[src/rtl/bf_uart_fifo_bridge_if.sv]
// Byte I/O bundle between brainfuck_core, the FIFO bridge and the AXI-stream uart.
// master = bridge side, slave = core/uart/environment side.
interface bf_uart_fifo_bridge_if #(
  parameter int CORE_DATA_WIDTH = 9,
  parameter int TX_DEPTH_LOG2   = 4,
  parameter int RX_DEPTH_LOG2   = 4
);
  logic [CORE_DATA_WIDTH-1:0] core_tx_data;
  logic                       core_tx_wr;
  logic                       core_tx_busy;
  logic [7:0]                 core_rx_data;
  logic                       core_rx_ready;
  logic                       core_rx_clear;
  logic [7:0]                 uart_tx_tdata;
  logic                       uart_tx_tvalid;
  logic                       uart_tx_busy;
  logic [7:0]                 uart_rx_tdata;
  logic                       uart_rx_tvalid;
  logic                       uart_rx_tready;
  logic [TX_DEPTH_LOG2:0]     tx_level;
  logic [RX_DEPTH_LOG2:0]     rx_level;

  modport master (
    input  core_tx_data, core_tx_wr, core_rx_clear,
    input  uart_tx_busy, uart_rx_tdata, uart_rx_tvalid,
    output core_tx_busy, core_rx_data, core_rx_ready,
    output uart_tx_tdata, uart_tx_tvalid, uart_rx_tready,
    output tx_level, rx_level
  );

  modport slave (
    output core_tx_data, core_tx_wr, core_rx_clear,
    output uart_tx_busy, uart_rx_tdata, uart_rx_tvalid,
    input  core_tx_busy, core_rx_data, core_rx_ready,
    input  uart_tx_tdata, uart_tx_tvalid, uart_rx_tready,
    input  tx_level, rx_level
  );
endinterface

[src/rtl/bf_uart_fifo_bridge.sv]
// Buffered core<->uart byte bridge with TX/RX FIFOs; BF_UART_ECHO_EN adds local echo of received bytes.
// Latency: core write -> uart_tx_tvalid 1 cycle (uart idle); uart rx accept -> core_rx_ready 1 cycle.
// Backpressure: core_tx_busy while TX FIFO full; uart_rx_tready low while RX FIFO full (or echo slot held).
module bf_uart_fifo_bridge #(
  parameter int CORE_DATA_WIDTH = 9,
  parameter int TX_DEPTH_LOG2   = 4,
  parameter int RX_DEPTH_LOG2   = 4
) (
  input  logic                  clk,
  input  logic                  rst,
  bf_uart_fifo_bridge_if.master io
);
  localparam int TX_DEPTH = 2 ** TX_DEPTH_LOG2;
  localparam int RX_DEPTH = 2 ** RX_DEPTH_LOG2;
  localparam logic [TX_DEPTH_LOG2:0] TX_LVL_MAX = (TX_DEPTH_LOG2+1)'(TX_DEPTH);
  localparam logic [RX_DEPTH_LOG2:0] RX_LVL_MAX = (RX_DEPTH_LOG2+1)'(RX_DEPTH);

  typedef enum logic [1:0] {T_IDLE, T_START, T_DONE} tx_state_t;

  // ---------------- TX FIFO ----------------
  logic [7:0]               tx_mem [TX_DEPTH];
  logic [TX_DEPTH_LOG2-1:0] tx_wr_ptr;
  logic [TX_DEPTH_LOG2-1:0] tx_rd_ptr;
  logic [TX_DEPTH_LOG2:0]   tx_level;
  logic [TX_DEPTH_LOG2:0]   tx_level_nxt;
  logic                     tx_full;
  logic                     core_push;
  logic                     tx_push;
  logic                     tx_pop;
  logic [7:0]               tx_push_dat;
  logic                     unused_core_bits;

  // Only the low byte is transmitted; upper core bits are intentionally dropped.
  assign unused_core_bits = ^io.core_tx_data;
  assign core_push        = io.core_tx_wr && !tx_full;

  // ---------------- RX FIFO ----------------
  logic [7:0]               rx_mem [RX_DEPTH];
  logic [RX_DEPTH_LOG2-1:0] rx_wr_ptr;
  logic [RX_DEPTH_LOG2-1:0] rx_rd_ptr;
  logic [RX_DEPTH_LOG2:0]   rx_level;
  logic [RX_DEPTH_LOG2:0]   rx_level_nxt;
  logic                     rx_full;
  logic                     rx_rdy;
  logic                     rx_push;
  logic                     rx_pop;
  logic                     rx_hold;

`ifdef BF_UART_ECHO_EN
  // One-entry echo slot: the core has priority on the TX FIFO write port.
  logic       echo_vld;
  logic [7:0] echo_dat;
  logic       echo_push;

  assign echo_push   = echo_vld && !io.core_tx_wr && !tx_full;
  assign tx_push     = core_push || echo_push;
  assign tx_push_dat = core_push ? io.core_tx_data[7:0] : echo_dat;
  assign rx_hold     = echo_vld;

  always_ff @(posedge clk) begin
    if (rst) begin
      echo_vld <= 1'b0;
      echo_dat <= 8'h00;
    end else if (rx_push) begin
      echo_vld <= 1'b1;
      echo_dat <= io.uart_rx_tdata;
    end else if (echo_push) begin
      echo_vld <= 1'b0;
    end
  end
`else
  assign tx_push     = core_push;
  assign tx_push_dat = io.core_tx_data[7:0];
  assign rx_hold     = 1'b0;
`endif

  always_comb begin
    tx_level_nxt = tx_level;
    if (tx_push && !tx_pop) begin
      tx_level_nxt = tx_level + 1'b1;
    end else if (!tx_push && tx_pop) begin
      tx_level_nxt = tx_level - 1'b1;
    end
  end

  always_ff @(posedge clk) begin
    if (rst) begin
      tx_wr_ptr <= '0;
      tx_rd_ptr <= '0;
      tx_level  <= '0;
      tx_full   <= 1'b0;
    end else begin
      if (tx_push) tx_wr_ptr <= tx_wr_ptr + 1'b1;
      if (tx_pop)  tx_rd_ptr <= tx_rd_ptr + 1'b1;
      tx_level <= tx_level_nxt;
      tx_full  <= (tx_level_nxt == TX_LVL_MAX);
    end
  end

  always_ff @(posedge clk) begin
    if (tx_push) tx_mem[tx_wr_ptr] <= tx_push_dat;
  end

  // ---------------- TX drain FSM ----------------
  tx_state_t tx_state;
  tx_state_t tx_state_nxt;
  logic      start_cnt;
  logic      start_cnt_nxt;
  logic      tx_fire;

  always_ff @(posedge clk) begin
    if (rst) begin
      tx_state  <= T_IDLE;
      start_cnt <= 1'b0;
    end else begin
      tx_state  <= tx_state_nxt;
      start_cnt <= start_cnt_nxt;
    end
  end

  // T_START gives up after two cycles so a uart that never raises busy cannot hang the drain.
  always_comb begin
    tx_state_nxt  = tx_state;
    start_cnt_nxt = start_cnt;
    tx_fire       = 1'b0;
    tx_pop        = 1'b0;
    case (tx_state)
      T_IDLE: begin
        if ((tx_level != '0) && !io.uart_tx_busy) begin
          tx_fire       = 1'b1;
          tx_pop        = 1'b1;
          start_cnt_nxt = 1'b0;
          tx_state_nxt  = T_START;
        end
      end
      T_START: begin
        if (io.uart_tx_busy) begin
          tx_state_nxt = T_DONE;
        end else if (start_cnt) begin
          tx_state_nxt = T_IDLE;
        end else begin
          start_cnt_nxt = 1'b1;
        end
      end
      T_DONE: begin
        if (!io.uart_tx_busy) tx_state_nxt = T_IDLE;
      end
      default: tx_state_nxt = T_IDLE;
    endcase
  end

  assign io.uart_tx_tvalid = tx_fire;
  assign io.uart_tx_tdata  = tx_fire ? tx_mem[tx_rd_ptr] : 8'h00;
  assign io.core_tx_busy   = tx_full;
  assign io.tx_level       = tx_level;

  // ---------------- RX path ----------------
  // tready is taken from the pre-pop level, so a full FIFO is never offered a byte.
  assign io.uart_rx_tready = !rx_full && !rst && !rx_hold;
  assign rx_push           = io.uart_rx_tvalid && io.uart_rx_tready;
  assign rx_rdy            = (rx_level != '0);
  assign rx_pop            = io.core_rx_clear && rx_rdy;

  always_comb begin
    rx_level_nxt = rx_level;
    if (rx_push && !rx_pop) begin
      rx_level_nxt = rx_level + 1'b1;
    end else if (!rx_push && rx_pop) begin
      rx_level_nxt = rx_level - 1'b1;
    end
  end

  always_ff @(posedge clk) begin
    if (rst) begin
      rx_wr_ptr <= '0;
      rx_rd_ptr <= '0;
      rx_level  <= '0;
      rx_full   <= 1'b0;
    end else begin
      if (rx_push) rx_wr_ptr <= rx_wr_ptr + 1'b1;
      if (rx_pop)  rx_rd_ptr <= rx_rd_ptr + 1'b1;
      rx_level <= rx_level_nxt;
      rx_full  <= (rx_level_nxt == RX_LVL_MAX);
    end
  end

  always_ff @(posedge clk) begin
    if (rx_push) rx_mem[rx_wr_ptr] <= io.uart_rx_tdata;
  end

  assign io.core_rx_ready = rx_rdy;
  assign io.core_rx_data  = rx_rdy ? rx_mem[rx_rd_ptr] : 8'h00;
  assign io.rx_level      = rx_level;

endmodule

[src/flat_wrapper.sv]
// flat-port wrapper written by rule: the top's interface ports become plain ports
module bf_uart_fifo_bridge_flat 
#(
  parameter int CORE_DATA_WIDTH = 9,
  parameter int TX_DEPTH_LOG2   = 4,
  parameter int RX_DEPTH_LOG2   = 4
)
  (clk, rst, io_core_tx_data, io_core_tx_wr, io_core_rx_clear, io_uart_tx_busy, io_uart_rx_tdata, io_uart_rx_tvalid, io_core_tx_busy, io_core_rx_data, io_core_rx_ready, io_uart_tx_tdata, io_uart_tx_tvalid, io_uart_rx_tready, io_tx_level, io_rx_level);
  bf_uart_fifo_bridge_if #(.CORE_DATA_WIDTH(CORE_DATA_WIDTH), .TX_DEPTH_LOG2(TX_DEPTH_LOG2), .RX_DEPTH_LOG2(RX_DEPTH_LOG2)) io_i ();
  input  logic clk;
  input  logic rst;
  input wire logic [$bits(io_i.core_tx_data)-1:0] io_core_tx_data;
  input wire logic [$bits(io_i.core_tx_wr)-1:0] io_core_tx_wr;
  input wire logic [$bits(io_i.core_rx_clear)-1:0] io_core_rx_clear;
  input wire logic [$bits(io_i.uart_tx_busy)-1:0] io_uart_tx_busy;
  input wire logic [$bits(io_i.uart_rx_tdata)-1:0] io_uart_rx_tdata;
  input wire logic [$bits(io_i.uart_rx_tvalid)-1:0] io_uart_rx_tvalid;
  output wire logic [$bits(io_i.core_tx_busy)-1:0] io_core_tx_busy;
  output wire logic [$bits(io_i.core_rx_data)-1:0] io_core_rx_data;
  output wire logic [$bits(io_i.core_rx_ready)-1:0] io_core_rx_ready;
  output wire logic [$bits(io_i.uart_tx_tdata)-1:0] io_uart_tx_tdata;
  output wire logic [$bits(io_i.uart_tx_tvalid)-1:0] io_uart_tx_tvalid;
  output wire logic [$bits(io_i.uart_rx_tready)-1:0] io_uart_rx_tready;
  output wire logic [$bits(io_i.tx_level)-1:0] io_tx_level;
  output wire logic [$bits(io_i.rx_level)-1:0] io_rx_level;
  assign io_i.core_tx_data = io_core_tx_data;
  assign io_i.core_tx_wr = io_core_tx_wr;
  assign io_i.core_rx_clear = io_core_rx_clear;
  assign io_i.uart_tx_busy = io_uart_tx_busy;
  assign io_i.uart_rx_tdata = io_uart_rx_tdata;
  assign io_i.uart_rx_tvalid = io_uart_rx_tvalid;
  assign io_core_tx_busy = io_i.core_tx_busy;
  assign io_core_rx_data = io_i.core_rx_data;
  assign io_core_rx_ready = io_i.core_rx_ready;
  assign io_uart_tx_tdata = io_i.uart_tx_tdata;
  assign io_uart_tx_tvalid = io_i.uart_tx_tvalid;
  assign io_uart_rx_tready = io_i.uart_rx_tready;
  assign io_tx_level = io_i.tx_level;
  assign io_rx_level = io_i.rx_level;
  bf_uart_fifo_bridge #(.CORE_DATA_WIDTH(CORE_DATA_WIDTH), .TX_DEPTH_LOG2(TX_DEPTH_LOG2), .RX_DEPTH_LOG2(RX_DEPTH_LOG2)) u_core (.clk(clk), .rst(rst), .io(io_i));
endmodule
[config.mk]
export PLATFORM = sky130hd
export DESIGN_NAME = bf_uart_fifo_bridge_flat
export DESIGN_NICKNAME = d
export VERILOG_FILES = /design/src/rtl/bf_uart_fifo_bridge_if.sv /design/src/rtl/bf_uart_fifo_bridge.sv /design/src/flat_wrapper.sv
export SDC_FILE = /design/constraint.sdc
export NUM_CORES = 1
export LEC_CHECK = 0
export ABC_AREA = 1
export ABC_CLOCK_PERIOD_IN_PS = 4700
export BUFFER_PORTS_ARGS = -buffer_cell sky130_fd_sc_hd__buf_2
export CAP_MARGIN = 30
export CORE_MARGIN = 2
export CORE_UTILIZATION = 35
export DETAILED_ROUTE_END_ITERATION = 6
export GPL_ROUTABILITY_DRIVEN = 0
export PLACE_DENSITY = 0.53
export REMOVE_ABC_BUFFERS = 1
export SLEW_MARGIN = 10
export SYNTH_ARGS = -nofsm -noshare
export SYNTH_HDL_FRONTEND = slang
export SYNTH_SLANG_ARGS = --single-unit
[constraint.sdc]
create_clock -name clk -period 4.7 [get_ports clk]
set_clock_uncertainty 0.2 [all_clocks]
set_input_delay 0.94 -clock clk [delete_from_list [all_inputs] [get_ports clk]]
set_output_delay 0.94 -clock clk [all_outputs]
set_load 0.005 [all_outputs]
## Word level (Yosys, flattened, before mapping)

Memory sizes are Yosys's and may differ from the RTL's. A register that Yosys moved wholly into a read port is not among the register bits.
Index checks and enable logic that the tools add are counted.

- Input bits: 23
- Register bits after elaboration: 31
- Output and inout port bits: 30
- Word-level logic and storage cells: 75
- Memories: 2
- Memory bits (writable): 256

- Reduce and logical (&&, ||, !) cells: 23
- Mux-type cells: 24
- Eq/ne operators: 8
- Add/sub/neg operators: 8

Memory list:

| memory | words | width | read ports | clocked after memory_dff | write ports | line | RTL |
|---|---|---|---|---|---|---|---|
| u_core.rx_mem | 16 | 8 | 1 | 1 | 1 | bf_uart_fifo_bridge.sv:38 | `logic [7:0] rx_mem [RX_DEPTH];` |
| u_core.tx_mem | 16 | 8 | 1 | 1 | 1 | bf_uart_fifo_bridge.sv:21 | `logic [7:0] tx_mem [TX_DEPTH];` |

Operators with widths:

| kind | count |
|---|---|
| $mux 5 | 4 |
| $add 4x1->4 const B | 4 |
| $mux 4 | 4 |
| $mux 8 | 2 |
| $add 5x1->5 const B | 2 |
| $eq 5x5->1 const B | 2 |
| $reduce_bool 5->1 | 2 |
| $sub 5x1->5 const B | 2 |
| $logic_and 1x1->1 | 9 |
| $logic_not 1->1 | 8 |
| $mux 1 | 8 |
| $mux 2 | 4 |
| $pmux 2 s3 | 1 |
| $reduce_and 3->1 | 2 |
| $ne 2x2->1 const B | 2 |
| $ne 3x2->1 const B | 1 |
| $eq 2x1->1 const B | 1 |
| $eq 2x2->1 const B | 1 |
| $logic_not 2->1 | 1 |
| $ne 2x1->1 const B | 1 |
| $pmux 1 s2 | 1 |
| $reduce_bool 2->1 | 1 |

## Longest topological paths before layout

- Depth after elaboration: 8
- Depth in mapped cells: 12
- Mapped depth without buffers: 11

## Worst setup path after synthesis

OpenSTA, ideal clock, no wires.

- Path kind: input-to-output
- Start point: in io_uart_tx_busy
- End point: out io_uart_tx_tdata[0]
- Arrival: 1.633 ns
- Stages on the path: 6
- Data required time: 3.560 ns
- Slack: 1.927 ns
- Buffers on the path: 1
- Cell sequence: inv_1 nand3_2 inv_1 buf_2 nand2_1 a31oi_1

- Word-level cells in the longest chain between the ends: 5

RTL lines:

| what | line | RTL |
|---|---|---|
| start: declaration | flat_wrapper.sv:15 | `input wire logic [$bits(io_i.uart_tx_busy)-1:0] io_uart_tx_busy;` |
| $logic_not 1->1 | bf_uart_fifo_bridge.sv:129 | `if ((tx_level != '0) && !io.uart_tx_busy) begin` |
| $logic_and 1x1->1 | bf_uart_fifo_bridge.sv:129 |  |
| $mux 1 | bf_uart_fifo_bridge.sv:129 |  |
| $mux 1 | bf_uart_fifo_bridge.sv:127 | `case (tx_state)` |
| net io_uart_tx_tvalid | flat_wrapper.sv:22 | `output wire logic [$bits(io_i.uart_tx_tvalid)-1:0] io_uart_tx_tvalid;` |
| $mux 8 | bf_uart_fifo_bridge.sv:153 | `assign io.uart_tx_tdata = tx_fire ? tx_mem[tx_rd_ptr] : 8'h00;` |
| end: declaration | flat_wrapper.sv:21 | `output wire logic [$bits(io_i.uart_tx_tdata)-1:0] io_uart_tx_tdata;` |

The timed path passes the listed nets, and every way through them passes these cells.

## Worst setup path in the final report

- Start point: reg u_core.tx_level[0], in the netlist u_core.io.tx_level[0]
- End point: out io_uart_tx_tdata[7]

- Word-level cells in the longest chain between the ends: 5

RTL lines:

| what | line | RTL |
|---|---|---|
| start: declaration | bf_uart_fifo_bridge.sv:24 | `logic [TX_DEPTH_LOG2:0] tx_level;` |
| start signal: assignment | bf_uart_fifo_bridge.sv:95 | `tx_level <= tx_level_nxt;` |
| $reduce_bool 5->1 | bf_uart_fifo_bridge.sv:129 |  |
| $logic_and 1x1->1 | bf_uart_fifo_bridge.sv:129 |  |
| $mux 1 | bf_uart_fifo_bridge.sv:129 |  |
| $mux 1 | bf_uart_fifo_bridge.sv:127 |  |
| $mux 8 | bf_uart_fifo_bridge.sv:153 |  |

No other way between the ends.

==> impl_metrics.yaml <==
detailed_routing:
  first_iter_violations: 544
  drc: 0
  via_per_inst: 4.91
  via_count: 7780
  first_pass_iters: 5
  ant_nets: 0
  post_drt_wl_per_cell_um: 17.1
  drt_wl_total_um: 27100
logic_synthesis:
  synth.area.top_cells: "edfxtp_1 63%, nand2_1 7.8%, dfxtp_1 6.4%"
  yosysWarnings: 0
  synth_top_area_cell: "edfxtp_1"
  syn_area_mm2: 0.0122
  synth_edf_count: 256
  yosysMostFrequentCell: "edfxtp_1"
  synth_seq_cells: 295
  synth_commonest_cells: "256 x edfxtp_1, 254 x nand2_1, 119 x nand3_1"
  seq_area_frac_synth_pct: 69.4
  synth-main-ff-cell: "edfxtp_1"
  netlist-cell-type-count: 42
  async_flop_share_pct: 0
  netlist.area_leader.share_pct: 63.0
  synthCells: 1058
  avgSynthCellArea_um2: 11.5
clocking:
  cts_root_buf: "clkbuf_16"
  cts_tree: "done"
  clkLatencyLatePin_ns: 0.51
  cts_resized: 0
  htree_num_levels: 2
  cts.sink_count: 295
  clockBufferDepth: 3
  path_clk_slew_ns: 0.05
  numCtsBuffers: 34
  hold_buffers: 0
  cts_setup_buffers: 0
outcome:
  status: "complete, no violations"
finish:
  fillCellCount: 3320
  antenna_cells: 0
  nets: 1147
  drive_gt1_share_pct: 11.9
  utilization_pct: 40.6
  area_growth_pct: 14.6
timing:
  fin_crit_sh_pct: 77.7
  period_minus_slack_ns: 3.65
  timing.fmax_mhz: 274
  slew_viol_final: 0
  rsz0062_at_grt: "false"
  worst_slew_pin_slew_ns: 0.909
  slew_headroom_pct: 39.2
  finalHoldViolations: 0
  setup_tns_ns: 0
  setup_viol: 0
global_route:
  grt_pass1_vias: 7544
  antenna_found_initial: 0
  grt_max_degree: 65
  overflow: 0
  grt_pass1_wl_um: 42400
  grt_use_total_pct: 15.1
power:
  powerDensity_mw_per_mm2: 524
  power_mw: 7.33
  irDropWorstVdd_mv: 0.359
  leakage_nw: 5.01
worst_setup_path:
  r2r_end: "u_core.io.core_tx_busy"
  crit_fanout: 12
  crit_chain: "inv_1 -> ha_1 -> nand3_2 -> nand3_2 -> inv_1 -> nand2_1 -> a31oi_1 -> buf_2"
  slowest_delay_ns: 0.45
  slowest_stage: "inv_1"
  required_ns: 3.56
  worst-r2r-cell-count: 11
  critPathTopFamily: "buffers and inverters"
  worstPathArrival_ns: 2.51
  cp_num_buf_inv: 3
  criticalPathCategory: "flip-flop to output port"
  rrSetupSlack_ns: 2.41
  cp-end-kind: "output port"
  worstSetupStartpointType: "flip-flop"
  r2r_start: "u_core.io.tx_level[0]"
floorplanning:
  core_area_mm2: 0.0345
  die_area_mm2: 0.0364
  die_w_um: 191
  start_util_pct: 35.4
  die_height_um: 191
  ioPinCount: 53
  rows: 68
hold_path:
  hp-class: "flip-flop to flip-flop"
  whs_path_depth: 1
  whs_endpoint: "u_core.tx_state[1]"
  hold_start: "u_core.tx_state[1]"
placed_design:
  dp_hpwl_um: 16200
  port_buffers: 51
job:
  maxCapViolations: 0
-- through the flow --
step           cell area, um^2  std cells  worst slack [ns]  hold slack, ns
2_1_floorplan            12000       1005             0.783           0.218
3_3_place_gp             12800       1519              1.28           0.236
3_5_place_dp             12900       1521              1.22           0.232
4_1_cts                  13900       1578             0.950           0.240
5_1_grt                  14000       1586             0.865           0.252
6_report                 14000       1586              1.05           0.239
-- registers in the layout (all words and copies together) (netlist names), named ones only --
| signal | cells |
|---|---|
| u_core.io.rx_level | 5 |
| u_core.rx_rd_ptr | 4 |
| u_core.rx_wr_ptr | 4 |
| u_core.tx_rd_ptr | 4 |
| u_core.rx_full | 1 |
| u_core.io.core_tx_busy | 1 |
| u_core.io.tx_level | 5 |
| u_core.tx_mem | 128 |
| u_core.tx_state | 2 |
| u_core.start_cnt | 1 |
| u_core.rx_mem | 128 |
| u_core.tx_wr_ptr | 4 |
-- how the worst max path moves through the flow --
stage	from	end	slack (ns)	depth (start not counted)
final	u_core.io.tx_level[0]	io_uart_tx_tdata[7]	1.05	8
after global routing	flip-flop	io_uart_tx_tdata[0]	0.87	9
after CTS	flip-flop	io_core_rx_data[3]	0.95	6
after floorplan	flip-flop	io_core_rx_data[1]	0.78	5
after global placement	io_uart_tx_busy	io_uart_tx_tdata[6]	1.28	7
after detailed placement	io_uart_tx_busy	io_uart_tx_tdata[2]	1.22	7
-- cell families (layout without fill, tap and decap cells) --
logic type	Yosys count	after routing	share of synthesized area [%]
multiplexers	1	1	0.0820
AND/OR/NAND/NOR	495	495	17.6
buffers and inverters	96	169	3.45
XOR/XNOR	8	8	0.574
AO/OA/AOI/OAI	149	149	7.49
adder cells (fa/ha/maj)	14	14	1.44
flip-flops	295	295	69.4
-- power by group --
part	internal [mW]	switching (mW)	leakage [nW]
clock network	1.52	0.992	0.514
logic	0.604	1.16	1.87
registers	2.96	0.0890	2.63
-- layer usage --
layer | global-route usage (%) | share of wire [%] | vias up
met4 | 4.53 | 2.0 | 0
met5 | 0 | 0 | -
met3 | 2.30 | 3.9 | 42
li1 | - | - | 3837
met2 | 24.4 | 47 | 135
met1 | 21.0 | 47 | 3766
-- cells in the final DEF, fill, tap and decap left out, types with 17 or more instances in the layout --
master and count:
o21ai_0 29, nand3_1 119, edfxtp_1 256, o221ai_1 17, inv_1 40, buf_2 51
a21oi_1 59, clkbuf_16 35, nor2_1 97, o21bai_1 18, nand2_1 254, dfxtp_1 36
-- final cells by class --
| cell class | instances | area (um^2) | area share [%] |
|---|---|---|---|
| Clock inverter | 8 | 91.3 | 0.653 |
| Clock buffer | 49 | 958 | 6.85 |
| Sequential cell | 295 | 8470 | 60.6 |
| Timing Repair Buffer | 69 | 414 | 2.96 |
| Inverter | 43 | 168 | 1.20 |
| Tap cell | 455 | 569 | 4.07 |
| Multi-Input combinational cell | 667 | 3320 | 23.7 |
Note: power is estimated with default switching activity, not from simulation.
